## src/rtl/pixel_stream_pkg.sv

```systemverilog
// Shared types and constants for the 24-bit RGB to 32-bit AXI-Stream pixel packer.
package pixel_stream_pkg;

  // Packed so that b occupies bits [7:0]: this is the byte that goes onto the stream first.
  typedef struct packed {
    logic [7:0] r;
    logic [7:0] g;
    logic [7:0] b;
  } rgb_t;

  typedef enum logic [2:0] {
    PH0,
    PH1,
    PH2,
    PH3,
    FLUSH
  } pack_state_t;

  // One beat of the output register: {tuser, tlast, tdata}.
  typedef struct packed {
    logic        user;
    logic        last;
    logic [31:0] data;
  } axis_word_t;

  localparam logic [3:0] AXI_TKEEP_ALL = 4'hF;

  // Builds the final word of a line: the low nbytes come from the leftover bytes,
  // every byte above them is filled with the pad value.
  function automatic logic [31:0] pad_word(input logic [23:0] leftover,
                                           input logic [1:0]  nbytes,
                                           input logic [7:0]  pad);
    logic [31:0] src;
    logic [31:0] word;
    src  = {8'h00, leftover};
    word = '0;
    for (int i = 0; i < 4; i++) begin
      word[8*i +: 8] = (i < int'(nbytes)) ? src[8*i +: 8] : pad;
    end
    return word;
  endfunction

endpackage

```

## src/rtl/pixel_stream_packer_axis_out_reg.sv

```systemverilog
// Single-stage AXI-Stream output register holding {tuser, tlast, tdata} with valid/ready.
module axis_out_reg
  import pixel_stream_pkg::*;
(
  input  logic       sysclk,
  input  logic       reset,
  input  logic       load,
  input  axis_word_t word_in,
  input  logic       tready,
  output logic       tvalid,
  output axis_word_t word,
  output logic       can_load
);

  // The register may take a new word when empty or when its current word leaves this cycle.
  assign can_load = !tvalid || tready;

  // NOTE: sequential state uses non-blocking assignments so every register samples pre-edge values.
  always_ff @(posedge sysclk) begin
    if (reset) begin
      tvalid <= 1'b0;
      word   <= '0;
    end else if (load) begin
      tvalid <= 1'b1;
      word   <= word_in;
    end else if (tready) begin
      tvalid <= 1'b0;
    end
  end

endmodule

```

## src/rtl/pixel_stream_packer.sv

```systemverilog
// Packs 24-bit RGB pixels four at a time into three 32-bit AXI-Stream words.
// Optional sticky line-length checker enabled by defining PIXEL_PACKER_ERR_EN.
module pixel_stream_packer
  import pixel_stream_pkg::*;
#(
  parameter int         LINE_PIXELS = 640,
  parameter logic [7:0] PAD_BYTE    = 8'h00
) (
  input  logic        sysclk,
  input  logic        reset,
  input  logic [7:0]  r,
  input  logic [7:0]  g,
  input  logic [7:0]  b,
  input  logic        sof,
  input  logic        eol,
  input  logic        valid,
  output logic        in_stream_ready,
  output logic [31:0] out_stream_tdata,
  output logic [3:0]  out_stream_tkeep,
  output logic        out_stream_tlast,
  output logic        out_stream_tuser,
  output logic        out_stream_tvalid,
  input  logic        out_stream_tready,
  output logic        pack_err
);

  if (LINE_PIXELS < 1 || LINE_PIXELS > 2047) begin : g_bad_line_pixels
    $error("LINE_PIXELS must fit the 11-bit pixel-in-line counter");
  end

  pack_state_t state;
  rgb_t        pixel;
  logic [23:0] rem;          // leftover bytes of the group, right-aligned
  logic [1:0]  flush_bytes;  // number of valid bytes in rem when flushing
  logic        user_pend;    // sof seen, not yet carried by an emitted word
  logic        out_free;
  logic        accept;
  logic        emit;
  axis_word_t  emit_word;
  axis_word_t  out_word;

  assign pixel = '{r: r, g: g, b: b};

  assign in_stream_ready = (state != FLUSH) && ((state == PH0) || out_free);
  assign accept          = valid && in_stream_ready;

  // A sof pixel in PH1..PH3 restarts the group, so nothing is emitted for it.
  // NOTE: always_comb assigns defaults first so no path leaves a signal unassigned (no latch).
  always_comb begin
    emit      = 1'b0;
    emit_word = '0;
    case (state)
      PH1: begin
        emit           = accept && !sof;
        emit_word.data = {pixel[7:0], rem};
      end
      PH2: begin
        emit           = accept && !sof;
        emit_word.data = {pixel[15:0], rem[15:0]};
      end
      PH3: begin
        emit           = accept && !sof;
        emit_word.data = {pixel, rem[7:0]};
        emit_word.last = eol;
      end
      FLUSH: begin
        emit           = out_free;
        emit_word.data = pad_word(rem, flush_bytes, PAD_BYTE);
        emit_word.last = 1'b1;
      end
      default: ;
    endcase
    emit_word.user = user_pend;
  end

  always_ff @(posedge sysclk) begin
    if (reset) begin
      state       <= PH0;
      rem         <= '0;
      flush_bytes <= '0;
      user_pend   <= 1'b0;
    end else begin
      if (emit) user_pend <= 1'b0;
      case (state)
        PH0: begin
          if (accept) begin
            rem         <= pixel;
            user_pend   <= sof;
            flush_bytes <= 2'd3;
            state       <= eol ? FLUSH : PH1;
          end
        end
        PH1, PH2, PH3: begin
          if (accept && sof) begin
            rem         <= pixel;
            user_pend   <= 1'b1;
            flush_bytes <= 2'd3;
            state       <= eol ? FLUSH : PH1;
          end else if (accept) begin
            case (state)
              PH1: begin
                rem         <= {8'h00, pixel[23:8]};
                flush_bytes <= 2'd2;
                state       <= eol ? FLUSH : PH2;
              end
              PH2: begin
                rem         <= {16'h0000, pixel[23:16]};
                flush_bytes <= 2'd1;
                state       <= eol ? FLUSH : PH3;
              end
              default: begin
                rem   <= '0;
                state <= PH0;
              end
            endcase
          end
        end
        FLUSH: begin
          if (out_free) begin
            rem   <= '0;
            state <= PH0;
          end
        end
        default: state <= PH0;
      endcase
    end
  end

  axis_out_reg u_out_reg (
    .sysclk   (sysclk),
    .reset    (reset),
    .load     (emit),
    .word_in  (emit_word),
    .tready   (out_stream_tready),
    .tvalid   (out_stream_tvalid),
    .word     (out_word),
    .can_load (out_free)
  );

  assign out_stream_tdata = out_word.data;
  assign out_stream_tlast = out_word.last;
  assign out_stream_tuser = out_word.user;
  assign out_stream_tkeep = AXI_TKEEP_ALL;

`ifdef PIXEL_PACKER_ERR_EN
  localparam logic [10:0] LINE_PIXELS_W = 11'(LINE_PIXELS);

  logic [10:0] px_count;
  logic [10:0] px_count_next;
  logic        err_q;

  // A sof pixel starts a fresh count and is itself pixel number one.
  assign px_count_next = (sof ? 11'd0 : px_count) + 11'd1;

  always_ff @(posedge sysclk) begin
    if (reset) begin
      px_count <= '0;
      err_q    <= 1'b0;
    end else if (accept) begin
      if (eol) begin
        px_count <= '0;
        if (px_count_next != LINE_PIXELS_W) err_q <= 1'b1;
      end else begin
        px_count <= px_count_next;
        if (px_count_next == LINE_PIXELS_W) err_q <= 1'b1;
      end
    end
  end

  assign pack_err = err_q;
`else
  assign pack_err = 1'b0;
`endif

endmodule

```

## config.mk

```make
export PLATFORM = sky130hd
export DESIGN_NAME = pixel_stream_packer
export DESIGN_NICKNAME = d
export VERILOG_FILES = /design/src/rtl/pixel_stream_pkg.sv /design/src/rtl/pixel_stream_packer_axis_out_reg.sv /design/src/rtl/pixel_stream_packer.sv
export SDC_FILE = /design/constraint.sdc
export NUM_CORES = 1
export LEC_CHECK = 0
export CAP_MARGIN = 20
export CORE_MARGIN = 5
export CORE_UTILIZATION = 50
export CTS_BUF_LIST = sky130_fd_sc_hd__clkbuf_8
export CTS_CLUSTER_SIZE = 24
export DETAILED_ROUTE_END_ITERATION = 7
export PLACE_DENSITY = 0.78
export SYNTH_ARGS = -nofsm -noshare
export SYNTH_HDL_FRONTEND = slang
export SYNTH_SLANG_ARGS = --single-unit
```

## constraint.sdc

```tcl
create_clock -name sysclk -period 2.6 [get_ports sysclk]
set_clock_uncertainty 0.2 [all_clocks]
set_input_delay 0.39 -clock sysclk [delete_from_list [all_inputs] [get_ports sysclk]]
set_output_delay 0.39 -clock sysclk [all_outputs]
set_load 0.02 [all_outputs]
```

# Word level (Yosys, flattened, before mapping)
# Index checks and enable logic that the tools add are counted.
[word_totals]
ff_bits = 65
latch_bits = 0
mem_bits_rw = 0
romBits = 0
input_bits = 30
output_inout_bits = 41
word_cells = 68
n_memories = 0
[op_classes]
addsub = 0
multipliers = 0
div = 0
order_cmp = 3
eq_ne = 9
shift = 0
muxes = 32
bitwise = 0
n_reduce_logical = 16
[op_table]
columns = ["op", "n"]
rows = [
  ["32-bit one-hot mux with 4 select lines", 1],
  ["24-bit two-way mux", 4],
  ["24-bit one-hot mux with 3 select lines", 1],
  ["16-bit one-hot mux with 2 select lines", 1],
  ["8-bit two-way mux", 3],
  ["3-bit two-way mux", 7],
  ["3-bit one-hot mux with 3 select lines", 1],
  ["2-bit one-hot mux with 2 select lines", 2],
  ["4-bit AND reduction", 2],
  ["3-bit by 2-bit equality test with 1-bit output (second input constant)", 2],
  ["2-bit two-way mux", 3],
  ["1-bit one-hot mux with 2 select lines", 3],
  ["3-bit one-hot mux with 2 select lines", 1],
  ["1-bit two-way mux", 5],
  ["1-bit logical AND", 4],
  ["1-bit by 2-bit < comparator with 1-bit output (first input constant)", 2],
  ["2-bit != test (second input constant)", 2],
  ["4-bit by 1-bit != test with 1-bit output (second input constant)", 1],
  ["2-bit nonzero test", 2],
  ["3-bit by 1-bit equality test with 1-bit output (second input constant)", 1],
  ["3-bit equality test (second input constant)", 1],
  ["3-bit zero test", 1],
  ["3-bit by 1-bit != test with 1-bit output (second input constant)", 1],
  ["3-bit != test (second input constant)", 1],
  ["6 further kinds", 8],
]

# Longest topological paths before layout
# Gate-level depths: netlist (run 1).
[logic_depth]
word_depth = 10
depth_mapped = 8
ltp_nobuf = 4

# Modules after synthesis
# From an unflattened synthesis (run 1), not the netlist that was laid out.
[hier_totals]
cells_unflattened = 372
hier_area_um2 = 3325.7
[by_module_without_submodules]
columns = ["mod", "n_inst", "cells_per_inst", "area_each_um2", "seq_area_each_um2"]
rows = [
  ["pixel_stream_packer", 1, 258, 2053.2, 600.6],
  ["axis_out_reg", 1, 114, 1272.5, 700.7],
]

# Worst setup path before layout (run 1)
# OpenSTA, ideal clock, no wires.
[synth_path]
path_kind = "input port to flip-flop"
from = "in out_stream_tready"
to = "reg rem[16]"
setup_ns = 0.133
arrival_ns = 1.600
required_ns = 2.267
path_slack_ns = 0.667
cell_stages = 7
path_buffers = 3
cell_sequence = "nand2b_1 > buf_2 > a311o_1 > buf_4 > buf_4 > nand3_1 > o32ai_1"
[synth_between]
elab_chain_cells = 7
word_cells_on_any_way = 11
cone_classes = "eq/ne: 3; mux: 2; reduce/logical: 6"
[synth_lines]
columns = ["element", "line_no", "text"]
rows = [
  ["start: declaration", "pixel_stream_packer.sv:23", "input logic out_stream_tready,"],
  ["1-bit logical OR *", "pixel_stream_packer_axis_out_reg.sv:16", "assign can_load = !tvalid || tready;"],
  ["1-bit logical OR", "pixel_stream_packer.sv:44", "assign in_stream_ready = (state != FLUSH) && ((state == PH0) || out_free);"],
  ["1-bit logical AND", "pixel_stream_packer.sv:44", ""],
  ["1-bit logical AND", "pixel_stream_packer.sv:45", "assign accept = valid && in_stream_ready;"],
  ["1-bit logical AND", "pixel_stream_packer.sv:94", "if (accept && sof) begin"],
  ["3-bit by 1-bit != test with 1-bit output (no line) / 24-bit two-way mux (equally long branches)", "-", ""],
  ["4-bit AND reduction (no line) / 24-bit one-hot mux with 3 select lines (equally long branches)", "-", ""],
  ["end signal: assignment", "pixel_stream_packer.sv:95", "rem <= pixel;"],
  ["end signal: assignment", "pixel_stream_packer.sv:102", "rem <= {8'h00, pixel[23:8]};"],
  ["end signal: assignment", "pixel_stream_packer.sv:107", "rem <= {16'h0000, pixel[23:16]};"],
  ["end: declaration", "pixel_stream_packer.sv:33", "logic [23:0] rem;"],
]
# Mark *: on every way between the ends. The rest lies on a longest branch, timed or not.
# A chain may end at the register's enable or synchronous reset.

# Worst setup path after layout (run 1)
[layout_path]
from = "reg state[2]"
to = "out in_stream_ready"
[layout_between]
elab_chain_cells = 3
word_cells_on_any_way = 4
cone_classes = "eq/ne: 1; reduce/logical: 3"
[layout_lines]
columns = ["element", "line_no", "text"]
rows = [
  ["start: declaration", "pixel_stream_packer.sv:31", "pack_state_t state;"],
  ["start signal: assignment", "pixel_stream_packer.sv:90", "state <= eol ? FLUSH : PH1;"],
  ["start signal: assignment", "pixel_stream_packer.sv:98", "state <= eol ? FLUSH : PH1;"],
  ["start signal: assignment", "pixel_stream_packer.sv:104", "state <= eol ? FLUSH : PH2;"],
  ["3-bit zero test", "pixel_stream_packer.sv:44", ""],
  ["1-bit logical OR", "pixel_stream_packer.sv:44", ""],
  ["1-bit logical AND *", "pixel_stream_packer.sv:44", ""],
  ["end: declaration", "pixel_stream_packer.sv:17", "output logic in_stream_ready,"],
]
# Marks and branches as above.

==> results of run 1 <==
==> how the worst max path moves through the flow <==
stage | start | endpoint | slack [ns] | cells past startpoint
final | state[2] | in_stream_ready | 0.21 | 3
after floorplan | out_stream_tready | rem[16] | 0.67 | 7
after global routing | state[2] | in_stream_ready | 0.10 | 3
after detailed placement | valid | u_out_reg.word[3] | 0.17 | 5
after CTS | state[2] | in_stream_ready | 0.21 | 3
after global placement | out_stream_tready | rem[21] | 0.24 | 6
==> cell usage after synthesis (2+ instances only) <==
cell type and instances:
a311oi_1 10, a211oi_1 28, conb_1 2, buf_6 8
mux2i_1 17, a32oi_1 8, buf_4 11, nand3_1 19
inv_1 9, nand2b_1 12, nor2_1 17, o32ai_1 8
nor2b_1 4, o21ai_0 11, a22o_1 16, a21oi_1 46
dfxtp_1 65, buf_1 3, buf_2 5, a211oi_2 6
nor3_1 16, nand2_1 9, a22oi_1 9, clkbuf_1 16
==> flip-flops by register name, summed over array words and instances (netlist names) <==
register / count
flush_bytes: 2
u_out_reg.word: 34
rem: 24
state: 3
u_out_reg.tvalid: 1
user_pend: 1
==> metrics by stage <==
step / total power, W / hold WS [ns] / utilization, % / instance area, um2
final: 0.00257 / 0.274 / 64.4 / 4350
after floorplan: 0.00143 / 0.240 / - / 3460
after global routing: 0.00268 / 0.298 / 64.4 / 4350
after CTS: 0.00258 / 0.275 / 64.4 / 4350
after detailed placement: 0.00161 / 0.260 / 61.1 / 4130
after global placement: 0.00160 / 0.251 / 61.1 / 4130
==> power by group <==
part | internal, W | switching [W] | total (W)
combinational | 0.000212 | 0.000285 | 0.000497
clock | 0.000569 | 0.000412 | 0.000981
sequential | 0.00106 | 0.0000376 | 0.00110
total | 0.00184 | 0.000734 | 0.00257
==> metal layers <==
layer / global-route usage (%) / up-vias / routed length [um]
met5: 0 / - / 0
met4: 7.08 / 0 / 193
met3: 4.59 / 20 / 692
met2: 39.2 / 151 / 5020
met1: 33.3 / 1570 / 4520
li1: - / 1555 / -
==> kinds of logic after synthesis <==
kind of cell / after synthesis / synth area share [%]
AOI/OAI and AO/OA: 157 / 34.3
xor gates and xnor gates: 1 / 0.254
buffers and inverters: 53 / 9.21
DFF: 65 / 37.7
muxes: 17 / 4.93
other: 2 / 0.218
and+or+nand+nor: 85 / 13.4
==> final cells by class <==
| cell class | count | area, um2 |
|---|---|---|
| Sequential cell | 65 | 1300 |
| Timing Repair Buffer | 90 | 846 |
| Inverter | 9 | 33.8 |
| Clock inverter | 6 | 90.1 |
| Multi-Input combinational cell | 265 | 1840 |
| Fill cell | 575 | 2400 |
| Clock buffer | 10 | 138 |
| Tap cell | 80 | 100 |
==> impl_metrics.csv, run 1 <==
group,metric,value,unit
run_status,status,"finished, final reports clean",
yosys,yosysWarnings,0,
sta,slew_violations,0,
routing,drtIter0Drc,357,
min_path,hp-class,"flop to flop",
sta,slew_headroom,47.4,%
min_path,hold_path_end,"u_out_reg.word[4]",
clocking,clockBufferDepth,2,
yosys,synth_seq_area_share,37.7,%
clocking,cts_sinks,65,
floorplanning,std_cell_rows,30,
sta,setup_viol_count_final,0,
worst_setup_path,cp_num_buf_inv,1,
clocking,cts_setup_buffers,0,
yosys,synth_ff_type,"dfxtp_1",
cells_and_area,final_cells,525,
clocking,cts_inserted_buffers,9,
yosys,yosysUniqueCellTypes,49,
place,place.gp.congestion,0.909,
clocking,insertion_delay,0.34,ns
min_path,hold_depth,1,
min_path,hp-start,"rem[4]",
global_routing,gr-total-overflow,0,
routing,viasPerCell,6.28,
worst_setup_path,critical_path.top_delay_family,"buffers and inverters",
yosys,synth-edff-count,0,
sta,fmax,419,MHz
worst_setup_path,start_kind,"flop",
floorplanning,core,6760,um2
yosys,synthesis.area,3450,um2
sta,tightest_slew,0.789,ns
sta,period_share,91.9,%
sta,rsz0062_at_grt,"false",
routing,drcViolationCount,0,
clocking,root_buffer,"clkbuf_8",
yosys,yosys_register_bits,65,
place,dp_slack,0.172,ns
yosys,syn_avg_cell_area,9.08,um2
worst_setup_path,critPathMaxFanout,8,
yosys,postSynth.asyncResetShare,0,%
pwr,p_per_area,591,nW/um2
clocking,cts_hold_buf,0,
place,dp_cells,509,
worst_setup_path,reg2reg_from,"state[2]",
clocking,path_clk_slew,0.08,ns
clocking,cts_tree,"yes",
yosys,synth_area_leaders,"dfxtp_1, a21oi_1, a211oi_1, mux2i_1, a22o_1",
cells_and_area,layout_common_cells,"dfxtp_1, clkdlybuf4s50_1, a21oi_1",
floorplanning,start_util,51.1,%
routing,dr.pass1.iters,5,
worst_setup_path,cpPeakStageDelay,0.54,ns
yosys,yosysTopAreaCellShare,37.7,%
routing,vias,3296,
floorplanning,die_x,93.1,um
worst_setup_path,path_cells,"nor3b_4, a21oi_1, clkdlybuf4s50_1",
place,portBuffers,65,
routing,wire_per_inst,19.9,um
routing,wl,10.4,mm
clocking,cts_max_level,3,
job,maxCapViolations,0,
worst_setup_path,regToRegSetupSlack,0.35,ns
sta,min_period,2.39,ns
sta,fin_setup_tns,0,ns
sta,finalHoldViolCount,0,
floorplanning,dieArea,8670,um2
global_routing,antenna_found_initial,0,
global_routing,grt_pass1_wl,16.8,mm
cells_and_area,antenna_cells,0,
clocking,cts_resized,0,
cells_and_area,drive_above_1_share,13.7,%
pwr,leakagePower,1.44,nW
global_routing,grt_pass1_vias,3124,
worst_setup_path,rr_endpoint,"u_out_reg.word[3]",
worst_setup_path,arrival,1.80,ns
sta,fin_ws,0.211,ns
worst_setup_path,r2r_cells,4,
worst_setup_path,required,2.01,ns
worst_setup_path,criticalPathCategory,"flop to primary output",
global_routing,track_usage,24.4,%
floorplanning,fp.dieH,93.1,um
yosys,synth_cells,380,
global_routing,grt_max_degree,44,
pwr,vdd_drop_max,372,uV
floorplanning,pin_count,71,
place,hpwlAfterDp,7.25,mm
yosys,yosysTopAreaCell,"dfxtp_1",
cells_and_area,area_delta_synth_final,26.1,%
worst_setup_path,endpoint_kind,"primary output",
routing,final_antenna_net_count,0,
cells_and_area,mostFrequentLayoutCell,"dfxtp_1",
worst_setup_path,cp_slowest_cell,"clkdlybuf4s50_1",
cells_and_area,finalNetCount,470,
Power figures use the tool's default switching activity.
==> inputs of run 2 (changes only) <==
- PLACE_DENSITY: 0.78 -> 0.79
- SYNTH_HIERARCHICAL: default -> 1
==> impl_metrics.csv, run 2 <==
group,metric,value,unit
routing,viasPerCell,6.00,
global_routing,grt_pass1_vias,3076,
sta,period_share,93.8,%
clocking,root_buffer,"clkbuf_8",
pwr,p_comb_share,17.0,%
worst_setup_path,criticalPathCategory,"flop to primary output",
sta,fin_setup_tns,0,ns
yosys,yosysTopAreaCellShare,39.1,%
place,placed_area,3990,um2
cells_and_area,largest_reg_flops,34,
min_path,hp-class,"flop to flop",
routing,final_antenna_net_count,0,
sta,finalHoldViolCount,0,
sta,fin_ws,0.160,ns
yosys,postSynth.asyncResetShare,0,%
worst_setup_path,required,2.01,ns
cells_and_area,finalNetCount,465,
cells_and_area,fill_cells,554,
clocking,cts_sinks,65,
global_routing,gr-total-overflow,0,
sta,setup_viol_count_final,0,
routing,vias,3103,
sta,slew_violations,0,
clocking,cts_hold_buf,0,
worst_setup_path,critPathMaxFanout,7,
floorplanning,start_util,51.8,%
clocking,insertion_delay,0.34,ns
yosys,synth_most_common_cell,"nor2_1",
yosys,yosys_register_bits,65,
place,place.gp.congestion,0.933,
pwr,pwr-share-clk,38.9,%
worst_setup_path,endpoint_kind,"primary output",
sta,rsz0062_at_grt,"false",
job,maxCapViolations,0,
place,hpwlAfterDp,6.23,mm
yosys,yosysWarnings,6,
floorplanning,dieArea,8380,um2
pwr,vdd_drop_max,337,uV
routing,drtIter0Drc,275,
pwr,seq_power_share,44.1,%
cells_and_area,reg_top3,"u_out_reg/word: 34 flops, rem: 24 flops, state: 3 flops",
routing,wire_per_inst,17.0,um
pwr,p_int,0.00177,W
place,dp_slack,0.131,ns
floorplanning,fp.dieH,91.6,um
pwr,power.switching,0.000668,W
floorplanning,pin_count,71,
pwr,p_per_area,579,nW/um2
yosys,synth_seq_area_share,39.1,%
worst_setup_path,start_kind,"flop",
run_status,status,"finished, final reports clean",
sta,tightest_slew,0.914,ns
cells_and_area,design_area,4210,um2
yosys,synth_area_leaders,"dfxtp_1, mux2i_1, nor2_1, a221oi_1, a22oi_1",
pwr,switching_share,27.4,%
sta,fmax,410,MHz
cells_and_area,final_core_util,65.6,%
worst_setup_path,arrival,1.85,ns
clocking,cts_setup_buffers,0,
cells_and_area,layout_common_cells,"nor2_1, dfxtp_1, clkdlybuf4s50_1",
floorplanning,std_cell_rows,29,
routing,drcViolationCount,0,
yosys,synth-edff-count,0,
cells_and_area,mostFrequentLayoutCell,"nor2_1",
yosys,synth_ff_type,"dfxtp_1",
yosys,yosysUniqueCellTypes,45,
cells_and_area,drive_above_1_share,11.6,%
clocking,cts_inserted_buffers,9,
floorplanning,die_x,91.6,um
sta,min_period,2.44,ns
sta,slew_headroom,38.9,%
routing,wl,8.81,mm
yosys,yosysTopAreaCell,"dfxtp_1",
global_routing,track_usage,22.0,%
pwr,fin_total_pwr,0.00244,W
cells_and_area,area_delta_synth_final,26.6,%
global_routing,antenna_found_initial,0,
global_routing,grt_pass1_wl,14.9,mm
cells_and_area,antenna_cells,0,
yosys,synth_cells,372,
worst_setup_path,regToRegSetupSlack,0.31,ns
yosys,yosys-top-cells-count,"nor2_1, dfxtp_1, mux2i_1",
clocking,path_clk_slew,0.08,ns
clocking,cts_tree,"yes",
routing,dr.pass1.iters,5,
clocking,cts_max_level,3,
cells_and_area,top_register,"u_out_reg/word",
place,portBuffers,65,
yosys,synthesis.area,3330,um2
global_routing,grt_max_degree,42,
clocking,clockBufferDepth,2,
clocking,cts_resized,0,
floorplanning,core,6420,um2
pwr,leakagePower,1.63,nW
yosys,syn_avg_cell_area,8.94,um2
-- run 2: cell families after synthesis --
group           Yosys count  share of synthesized area [%]
compound gates           84                           19.8
buf+inv                  46                           8.99
flops                    65                           39.1
mux                      43                           13.4
other cells               2                          0.226
simple gates            132                           18.5
-- run 2: cell type report --
type	count	area, um2	share of cell area (%)
clock buffers	9	124	2.94
clock inverters	7	93.8	2.23
inverters	13	48.8	1.16
multi-input cells	264	1750	41.5
flip-flops and latches	65	1300	30.9
well taps	77	96.3	2.29
repair buffers	82	798	19.0
-- run 2: power by group through the flow --
stage	Clock [W]	Sequential (W)	Combinational [W]
floorplan	0	0.00109	0.000284
global placement	0	0.00110	0.000405
detailed placement	0	0.00110	0.000412
CTS	0.000959	0.00107	0.000414
global route	0.00101	0.00108	0.000453
finish	0.000948	0.00108	0.000415
-- run 2: layer usage --
layer	vias to the layer above	wire length [um]	global-route usage (%)
li1	1455	-	-
met1	1487	3770	27.9
met2	132	4260	35.8
met3	29	520	4.38
met4	0	257	10.4
met5	-	0	0
-- run 2: stage by stage --
stage / cells / hold slack (ns)
after floorplan: 375 / 0.266
after global placement: 501 / 0.274
after detailed placement: 501 / 0.281
after CTS: 517 / 0.300
after global routing: 517 / 0.324
final: 517 / 0.295
-- run 2: critical path, cell delays in order (launching register included) --
cell and delay, ns:
dfxtp_1 0.50, or2_0 0.24, nand2_1 0.07, o21ai_0 0.07
clkdlybuf4s50_1 0.62
-- run 2: path summary, 6_finish.rpt --
check | cells after the start | from | end
setup / recovery | 4 | state[0] | in_stream_ready
setup reg to reg | 5 | state[2] | rem[6]
hold reg to reg | 2 | u_out_reg/word[33] | u_out_reg/word[33]
hold / removal | 2 | u_out_reg/word[33] | u_out_reg/word[33]
==> inputs of run 3 (changes only) <==
- CELL_PAD_IN_SITES_DETAIL_PLACEMENT: default -> 1
- CELL_PAD_IN_SITES_GLOBAL_PLACEMENT: default -> 2
- CORE_UTILIZATION: 50 -> 31
- PLACE_DENSITY: 0.79 -> default
- PLACE_DENSITY_LB_ADDON: default -> 0.1
==> impl_metrics.csv, run 3 (same netlist as run 2, synthesis figures left out) <==
group,metric,value,unit
worst_setup_path,cp_slowest_cell,"clkdlybuf4s50_1",
global_routing,grt_pass1_vias,3205,
cells_and_area,top_register,"u_out_reg/word",
sta,slew_headroom,26.2,%
sta,min_period,2.43,ns
pwr,leakagePower,1.64,nW
pwr,seq_power_share,43.1,%
clocking,insertion_delay,0.34,ns
pwr,power.switching,0.000690,W
place,portBuffers,65,
sta,period_share,93.4,%
cells_and_area,mostFrequentLayoutCell,"nor2_1",
clocking,root_buffer,"clkbuf_8",
worst_setup_path,arrival,1.84,ns
floorplanning,dieArea,12900,um2
worst_setup_path,critical_path.top_delay_family,"buffers and inverters",
job,maxCapViolations,0,
floorplanning,pin_count,71,
floorplanning,start_util,31.9,%
clocking,cts_inserted_buffers,9,
global_routing,grt_max_degree,40,
pwr,p_per_area,578,nW/um2
run_status,status,"finished, final reports clean",
worst_setup_path,path_cells,"clkdlybuf4s50_1, nand2b_2, nand2_1, o21ai_0, clkdlybuf4s50_1",
sta,finalHoldViolCount,0,
cells_and_area,largest_reg_flops,34,
clocking,cts_hold_buf,0,
floorplanning,die_x,114,um
pwr,vdd_drop_max,316,uV
global_routing,track_usage,16.6,%
clocking,path_clk_slew,0.07,ns
min_path,hp-class,"flop to flop",
cells_and_area,finalNetCount,463,
worst_setup_path,start_kind,"input pin",
global_routing,gr-total-overflow,0,
clocking,cts_setup_buffers,0,
floorplanning,core,10400,um2
clocking,cts_resized,0,
cells_and_area,fill_cells,1262,
floorplanning,std_cell_rows,37,
pwr,p_comb_share,17.7,%
clocking,cts_sinks,65,
routing,wl,10.6,mm
pwr,pwr-share-clk,39.2,%
routing,vias,2976,
worst_setup_path,crit_top_cell,"clkdlybuf4s50_1",
worst_setup_path,required,2.01,ns
cells_and_area,multiInputGateArea,1750,um2
sta,tightest_slew,1.10,ns
sta,fin_ws,0.172,ns
cells_and_area,drive_above_1_share,11.2,%
clocking,cts_tree,"yes",
cells_and_area,seq_area,1300,um2
worst_setup_path,cp_num_buf_inv,2,
place,dp_slack,-0.0298,ns
place,place.gp.congestion,0.832,
routing,dr.pass1.iters,6,
cells_and_area,final_core_util,41.4,%
cells_and_area,antenna_cells,0,
place,hpwlAfterDp,7.51,mm
worst_setup_path,criticalPathCategory,"input pin to primary output",
global_routing,grt_pass1_wl,17.1,mm
routing,viasPerCell,5.18,
routing,drcViolationCount,0,
pwr,p_int,0.00180,W
sta,slew_violations,0,
worst_setup_path,critPathMaxFanout,9,
cells_and_area,reg_top3,"u_out_reg/word: 34 flops, rem: 24 flops, state: 3 flops",
worst_setup_path,cpPeakStageDelay,0.62,ns
routing,final_antenna_net_count,0,
pwr,switching_share,27.7,%
cells_and_area,area_delta_synth_final,29.6,%
sta,rsz0062_at_grt,"false",
cells_and_area,layout_common_cells,"nor2_1, dfxtp_1, clkdlybuf4s50_1",
routing,drtIter0Drc,192,
clocking,clockBufferDepth,2,
sta,fmax,412,MHz
sta,setup_viol_count_final,0,
floorplanning,fp.dieH,114,um
global_routing,antenna_found_initial,0,
clocking,cts_max_level,3,
worst_setup_path,endpoint_kind,"primary output",
routing,wire_per_inst,18.4,um
run 3: cell types whose count changed in the layout (fill, tap and decap cells not counted), sizes merged:
| cell | before | now |
|---|---|---|
| clkinvlp | 2 | 0 |
| clkbuf | 9 | 10 |
| clkinv | 2 | 3 |
| buf | 18 | 16 |
run 3: final timing paths:
check | depth (start not counted) | slack, ns | start | end
worst max register to register | 6 | 0.22 | state[2] | u_out_reg/word[9]
worst max-delay path | 5 | 0.17 | out_stream_tready | in_stream_ready
worst min-delay path | 2 | 0.29 | u_out_reg/word[15] | u_out_reg/word[15]
worst min register to register | 2 | 0.29 | u_out_reg/word[15] | u_out_reg/word[15]
run 3: metal layers:
layer	global-route usage [%]	wire (um)	vias up
met3	3.08	422	9
met5	0	0	-
met2	25.8	4720	79
met4	4.81	126	0
li1	-	-	1451
met1	23.5	5310	1437
run 3: final cells by class:
| class | count | area share (%) |
|---|---|---|
| multi-input combinational | 264 | 40.6 |
| clock inverter | 6 | 1.92 |
| clock buffer | 10 | 3.19 |
| tap | 136 | 3.95 |
| sequential | 65 | 30.2 |
| inverter | 13 | 1.13 |
| timing repair buffer | 80 | 19.0 |
run 3: tightest hold or removal path, delay by kind of cell (launching register included):
| kind | cells | cell delay [ns] |
|---|---|---|
| flops | 1 | 0.33 |
| simple gates | 1 | 0.07 |
| mux | 1 | 0.06 |
run 3: metrics by stage:
stage | total power (W) | TNS [ns] | instances | cell area [um2] | hold slack (ns)
floorplan | 0.00138 | 0 | 375 | 3340 | 0.266
global placement | 0.00153 | 0 | 558 | 4090 | 0.272
detailed placement | 0.00154 | -0.122 | 558 | 4090 | 0.284
CTS | 0.00252 | 0 | 574 | 4310 | 0.298
global route | 0.00260 | 0 | 574 | 4310 | 0.317
finish | 0.00249 | 0 | 574 | 4310 | 0.295
run 3: power by group through the flow:
| stage | clock network, W | registers (W) | logic [W] |
|---|---|---|---|
| 2_1_floorplan | 0 | 0.00109 | 0.000284 |
| 3_3_place_gp | 0 | 0.00110 | 0.000437 |
| 3_5_place_dp | 0 | 0.00110 | 0.000441 |
| 4_1_cts | 0.00100 | 0.00107 | 0.000443 |
| 5_1_grt | 0.00104 | 0.00108 | 0.000479 |
| 6_report | 0.000978 | 0.00107 | 0.000441 |
